### src/rtl/approx_error_monitor.sv
// approx_error_monitor: windowed error statistics for an approximate adder with a valid/ready report
module approx_error_monitor #(
    parameter int WIDTH  = 8,
    parameter int WINDOW = 256,
    parameter int CNT_W  = $clog2(WINDOW + 1)
) (
    input  logic                     clk,
    input  logic                     rst,
    input  logic                     in_valid,
    output logic                     in_ready,
    input  logic [WIDTH-1:0]         a,
    input  logic [WIDTH-1:0]         b,
    input  logic                     cin,
    input  logic [WIDTH-1:0]         approx_sum,
    input  logic                     approx_cout,
    input  logic                     flush,
    output logic                     rpt_valid,
    input  logic                     rpt_ready,
    output logic [CNT_W-1:0]         rpt_samples,
    output logic [CNT_W-1:0]         rpt_err_count,
    output logic [WIDTH+CNT_W:0]     rpt_err_sum,
    output logic [WIDTH:0]           rpt_max_err
);
    typedef enum logic [1:0] {ACCUM, DRAIN, REPORT} state_t;
    localparam logic [CNT_W:0] WIN = (CNT_W + 1)'(WINDOW);
    state_t               state, state_nx;
    logic                 ready_q, accept, close, rpt_done;
    logic                 s1_valid, s1_nz;
    logic [WIDTH:0]       exact, approx, err, s1_err;
    logic [CNT_W-1:0]     acc_cnt, samples, err_count;
    logic [WIDTH+CNT_W:0] err_sum;
    logic [WIDTH:0]       max_err;

    assign in_ready      = ready_q;
    assign rpt_valid     = state == REPORT;
    assign accept        = in_valid && in_ready;
    assign rpt_done      = rpt_valid && rpt_ready;
    assign rpt_samples   = samples;
    assign rpt_err_count = err_count;
    assign rpt_err_sum   = err_sum;
    assign rpt_max_err   = max_err;

    // exact sum and unsigned distance to the adder's result
    always_comb begin
        exact  = {1'b0, a} + {1'b0, b} + (WIDTH + 1)'(cin);
        approx = {approx_cout, approx_sum};
        err    = exact >= approx ? exact - approx : approx - exact;
    end

    // window closes on the last sample of the window or on a non-empty flush
    always_comb begin
        close    = (accept && ({1'b0, acc_cnt} + (CNT_W + 1)'(1)) == WIN)
                || (flush && (acc_cnt != '0 || accept));
        state_nx = state == ACCUM ? (close ? DRAIN : ACCUM)
                 : state == DRAIN ? REPORT
                 : (rpt_done ? ACCUM : REPORT);
    end

    // state register; in_ready is registered so it only rises after the first edge out of reset
    always_ff @(posedge clk or posedge rst) begin
        if (rst) begin
            state   <= ACCUM;
            ready_q <= 1'b0;
        end else begin
            state   <= state_nx;
            ready_q <= state_nx == ACCUM;
        end
    end

    // stage 1: capture error of each accepted sample
    always_ff @(posedge clk or posedge rst) begin
        if (rst) begin
            s1_valid <= 1'b0;
            s1_err   <= '0;
            s1_nz    <= 1'b0;
        end else begin
            s1_valid <= accept;
            if (accept) begin
                s1_err <= err;
                s1_nz  <= err != '0;
            end
        end
    end

    // accepted-sample counter for window closing
    always_ff @(posedge clk or posedge rst) begin
        if (rst)
            acc_cnt <= '0;
        else if (rpt_done)
            acc_cnt <= '0;
        else if (accept)
            acc_cnt <= acc_cnt + CNT_W'(1);
    end

    // stage 2: accumulate statistics; cleared when the report is consumed
    always_ff @(posedge clk or posedge rst) begin
        if (rst) begin
            samples   <= '0;
            err_count <= '0;
            err_sum   <= '0;
            max_err   <= '0;
        end else if (rpt_done) begin
            samples   <= '0;
            err_count <= '0;
            err_sum   <= '0;
            max_err   <= '0;
        end else if (s1_valid) begin
            samples   <= samples + CNT_W'(1);
            err_count <= err_count + CNT_W'(s1_nz);
            err_sum   <= err_sum + {{CNT_W{1'b0}}, s1_err};
            max_err   <= s1_err > max_err ? s1_err : max_err;
        end
    end
endmodule
### config.mk
export PLATFORM = sky130hd
export DESIGN_NAME = approx_error_monitor
export DESIGN_NICKNAME = d
export VERILOG_FILES = /design/src/rtl/approx_error_monitor.sv
export SDC_FILE = /design/constraint.sdc
export NUM_CORES = 1
export LEC_CHECK = 0
export CAP_MARGIN = 5
export CORE_ASPECT_RATIO = 0.75
export CORE_MARGIN = 4
export CORE_UTILIZATION = 40
export CTS_CLUSTER_SIZE = 16
export DETAILED_ROUTE_END_ITERATION = 10
export GPL_ROUTABILITY_DRIVEN = 0
export PLACE_DENSITY_LB_ADDON = 0.2
export SLEW_MARGIN = 20
export SYNTH_ARGS = -nofsm -noshare
export SYNTH_HDL_FRONTEND = slang
export SYNTH_SLANG_ARGS = --single-unit
### constraint.sdc
create_clock -name clk -period 3 [get_ports clk]
set_clock_uncertainty 0.2 [all_clocks]
set_input_delay 0.3 -clock clk [delete_from_list [all_inputs] [get_ports clk]]
set_output_delay 0.3 -clock clk [all_outputs]
set_load 0.05 [all_outputs]
After elaboration in Yosys (flattened, before gate mapping) --
Index checks and enable logic that the tools add are counted.
Operators by class: multiplexer cells 16, $add $sub $neg 9, equality and inequality tests 3, reductions and logical operators 14, $lt $le $gt $ge 2
Operator list (number):
- 9-bit 2-to-1 mux | 10
- 18-bit 2-to-1 mux | 2
- 18-bit by 9-bit adder with 18-bit output | 1
- 9-bit by 1-bit adder with 9-bit output | 2
- 9-bit by 1-bit adder with 9-bit output, second input constant | 2
- 9-bit nonzero test | 2
- 9-bit subtractor | 2
- 9-bit by 1-bit adder with 10-bit output, second input constant | 1
- 10-bit by 9-bit == test with 1-bit output, second input constant | 1
- 8-bit by 8-bit adder with 9-bit output | 1
- 9-bit greater-or-equal comparator | 1
- 9-bit > comparator | 1
- 2-bit 2-to-1 mux | 3
- 2-bit nonzero test | 3
- 1-bit logical AND | 4
- 2-bit zero test | 2
- 2-bit by 1-bit == test with 1-bit output, second input constant | 1
- 2-bit == test, second input constant | 1
- 1-bit logical OR | 2
- 2-bit AND reduction | 1
- 1-bit 2-to-1 mux | 1
Storage, ports and cells: register bits 68, logic and storage cells 54, bits of input ports 31, output and inout port bits 47

Depth between registers and ports, before layout --
word-level depth 7, mapped depth 20, mapped depth without buffers 19

Worst setup path before layout --
OpenSTA, ideal clock, no wires.
path kind input port to flip-flop, start input a[0], end register s1_nz, cell stages on the path 17, slack -0.823 ns, arrival 3.497 ns, cell sequence fa_1 a21o_1 a21oi_1 o21bai_1 a21oi_1 o21bai_1 a21oi_1 xnor2_1 ha_1 o21a_1 o21ai_0 o31a_1 buf_6 mux2i_1 xor2_1 nand3_1 o32a_1
On the way: cells in the longest elaborated chain, start to end 5, elaborated cells on any way between the ends 7, those cells by class 4 x add/sub; 1 x order compare; 1 x mux; 1 x reduce/logical
RTL lines:
- from (decl) | line 11 | input logic [WIDTH-1:0] a,
- 8-bit by 8-bit adder with 9-bit output * | line 45 | exact = {1'b0, a} + {1'b0, b} + (WIDTH + 1)'(cin);
- 9-bit by 1-bit adder with 9-bit output * | line 45
- 9-bit subtractor or 9-bit greater-or-equal comparator (tied branches) | line 47 | err = exact >= approx ? exact - approx : approx - exact;
- 9-bit 2-to-1 mux * | line 47
- 9-bit nonzero test * | line 80 | s1_nz <= err != '0;
- to (signal assigned) | line 75 | s1_nz <= 1'b0;
- to (signal assigned) | line 80
- to (decl) | line 28 | logic s1_valid, s1_nz;
Every way passes the cells marked *; elsewhere a longest branch is shown, timed or not. A chain may end at the register's enable or synchronous reset.

Final worst setup path --
start input cin, end register s1_nz
On the way: cells in the longest elaborated chain, start to end 4, elaborated cells on any way between the ends 6, those cells by class 3 x add/sub; 1 x order compare; 1 x mux; 1 x reduce/logical
RTL lines:
- from (decl) | line 13 | input logic cin,
- 9-bit by 1-bit adder with 9-bit output * | line 45
- 9-bit subtractor or 9-bit greater-or-equal comparator (tied branches) | line 47
- 9-bit 2-to-1 mux * | line 47
- 9-bit nonzero test * | line 80
Marked as above.

==> reports/results.txt <==
switching portion of total power: 0.443
max_slew headroom: 0.613
Site Rows: 33
DIE AREA: 13200 um2
worst skew pair latency: 330 ps
pwr/cell area: 957 nW/um2
layout cell share with drive strength beyond 1: 0.192
Hold Violations, Final: 0
number of synthesized flops with an enable pin: 0
outcome: complete, but fails checks
Comb pwr share: 0.586
Max Clock Freq: 0.263 GHz
CTS HTree Levels: 3
Antenna Cells: 0
Post-CTS Hold Buffers: 0
CP peak stage delay: 390 ps
critical path, cell by cell: buf_6 > fa_2 > inv_2 > fa_2 > inv_2 > a21oi_2 > o21bai_2 > a21oi_2 > o21bai_1 > buf_4 > a21o_1 > a21o_1 > ha_4 > nand2_2 > o31a_1 > buf_6 > buf_4 > buf_6 > a21oi_4 > xnor2_2 > nand4_1 > o32a_1
Slowest cell on crit path: fa_2
chip width: 131 um
clock share of power: 0.166
Critical Path Sink Type: register
Distinct cells, synth: 43
register area share after synthesis: 0.373
Detail Route Antenna Nets: 0
WS Path Type: in2reg
Worst-Margin Slew: 580 ps
initial antenna violation count: 0
first-pass GRT wire length: 19000 um
vias per cell: 5.11
P_leak: 3.06 nW
Nets: 716
CTS sink cnt: 68
pin count of the biggest net entering global routing: 55
root buffer cell: clkbuf_16
clock slew at reported path FFs: 50 ps
# DRC: 0
CP max FO: 5
top_reg_cell synth: dfrtp_1
Final period util: 1.27
area of the mapped netlist: 4570 um2
Synth warnings: 0
RSZ-0062 raised after global routing: yes
FF-to-FF Start: s1_err[1]$_DFFE_PP0P_
WP data arrival: 3820 ps
Critical Path RT: 3010 ps
syn nets: 578
worst vdd ir: 0.737 mV
Critical R2R Capture: rpt_err_sum[17]$_DFFE_PP0P_
GRT Util Overall: 0.174
Post-Place Worst Slack: -1540 ps
io pins: 78
Avg WL per Cell: 14.3 um
Power Internal: 3.40 mW
violated checks: setup timing
min cycle time layout: 3810 ps
Port Buf Inserts: 77
Hold WC Path Type: in2async
R2R Setup Slk: 250 ps
Worst Setup EP: s1_nz$_DFFE_PP0P_
R2R cell count: 10
FF+latch count, synth: 68
CP startpoint: cin
Flop pwr share: 0.248
Post-synth ARST share: 1.00
Setup Viol. Count Final: 9
Synth Area per Inst: 9.24 um2
drt initial violations: 172
CTS Buf Count: 9
GRT overflow: 0
Vias: 3955
WL final: 11100 um
Clock Tree Buf Depth: 2
critical path startpoint category: input port
Final WS setup: -808 ps
Mapped Cells: 494
NetSw: 2.70 mW
Layout Utilization: 0.577
Final HPWL DP: 8040 um
Vert. Die Dim: 101 um
DRT Pass-1 Iters: 4
CTS tree: built
vias in the first global route: 3949
Max Cap Viol: 0
Setup TNS Final: -4740 ps
initial core utilization: 0.414
Most common cell on crit path: buf_6
Area growth syn-to-layout: 39.4%
CORE AREA: 11000 um2
final max-slew violation count: 0
==> critical path: cells and delay by family <==
kind	cells	cell delay, ps
XOR/XNOR	1	130
adder cells (fa/ha/maj)	3	890
AND/OR/NAND/NOR	2	150
AO/OA/AOI/OAI	9	1620
buffers and inverters	7	730
==> layout make-up <==
cell class / count / area [um2]
Sequential cell: 68 / 1700
Timing Repair Buffer: 141 / 1260
Clock inverter: 3 / 40.0
Tap cell: 140 / 175
Multi-Input combinational cell: 367 / 2780
Fill cell: 958 / 4660
Clock buffer: 10 / 239
Inverter: 45 / 169
==> cell usage after synthesis (5+ instances only) <==
cell type	number	area [um2]
xor2_1	23	201
mux2i_1	24	240
nand3_1	10	50.1
nand4_1	12	75.1
o21ai_0	27	135
or3_1	10	62.6
and3_1	7	43.8
a21o_1	12	90.1
inv_1	45	169
a21oi_1	37	185
o21bai_1	6	45.0
xnor2_1	21	184
nand2_1	30	113
dfrtp_1	68	1700
clkbuf_1	11	41.3
nor2_1	56	210
ha_1	48	601
fa_1	5	100
==> kinds of logic (layout without fill, tap and decap cells) <==
group,after synthesis,after routing,synth area share
flip-flops,68,68,0.373
AND/OR/NAND/NOR,139,139,0.141
multiplexers,25,25,0.0551
XOR/XNOR,44,44,0.0844
buffers and inverters,59,199,0.0507
AO/OA/AOI/OAI,106,106,0.143
adder cells (fa/ha/maj),53,53,0.153
==> state kept, by name, indices dropped and copies added (netlist names) <==
register and flops:
rpt_samples 9, rpt_err_count 9, rpt_err_sum 18, acc_cnt 9, in_ready 1, s1_valid 1
s1_nz 1, s1_err 9, state 2, rpt_max_err 9
==> per-layer routing <==
layer | global-route usage | wire length, um
met5 | 0 | 0
met4 | 0.0517 | 123
met3 | 0.0394 | 407
met2 | 0.282 | 5080
met1 | 0.236 | 5450
==> layout by cell type, fill, tap and decap left out, drive strengths merged, types with 3 or more instances in the layout <==
cell type	netlist	routed
clkdlybuf4s50	0	72
dfrtp	68	68
buf	3	67
nor2	56	56
ha	48	48
inv	45	45
a21oi	37	37
nand2	30	30
o21ai	27	27
mux2i	24	24
xor2	23	23
xnor2	21	21
nand4	12	12
a21o	12	12
or3	10	10
nand3	10	10
clkbuf	11	10
and3	7	7
o21bai	6	6
fa	5	5
nor2b	4	4
nor3	3	3
o21a	3	3
o31ai	3	3
and2	3	3
==> worst min-delay path by stage <==
stage / depth (start not counted) / end / slack, ps / startpoint
floorplan: 1 / state[0]$_DFF_PP0_ / 230 / state[0]$_DFF_PP0_
global placement: 1 / state[0]$_DFF_PP0_ / 250 / state[0]$_DFF_PP0_
detailed placement: 1 / state[0]$_DFF_PP0_ / 260 / state[0]$_DFF_PP0_
finish: 2 / rpt_err_count[8]$_DFFE_PP0P_ / 130 / rst
global route: 2 / rpt_err_count[8]$_DFFE_PP0P_ / 190 / rst
CTS: 2 / acc_cnt[4]$_DFFE_PP0P_ / 140 / rst
==> through the flow <==
| step | power (mW) | area (um2) | hold WS, ps | cells |
|---|---|---|---|---|
| after global placement | 4.76 | 5820 | 252 | 746 |
| after floorplan | 3.73 | 4570 | 233 | 494 |
| after CTS | 6.05 | 6280 | 142 | 773 |
| after global routing | 6.54 | 6370 | 194 | 774 |
| final | 6.09 | 6370 | 133 | 774 |
| after detailed placement | 4.85 | 5820 | 256 | 746 |
==> timing repair <==
item / in CTS / in global routing
setup endpoints to repair: 9 / 12
endpoints found under the hold margin: 0 / 0
setup buffers: 18 / 3
pin swaps: 24 / 21
gates resized for setup: 39 / 19
==> power groups by stage <==
stage / Sequential (mW) / Clock (mW) / Combinational (mW)
after global placement: 1.51 / 0 / 3.25
after detailed placement: 1.52 / 0 / 3.33
after global routing: 1.56 / 1.07 / 3.91
final: 1.51 / 1.01 / 3.57
after CTS: 1.51 / 1.05 / 3.49
after floorplan: 2.06 / 0 / 1.67
No activity file was read; power rests on OpenSTA's default activity.
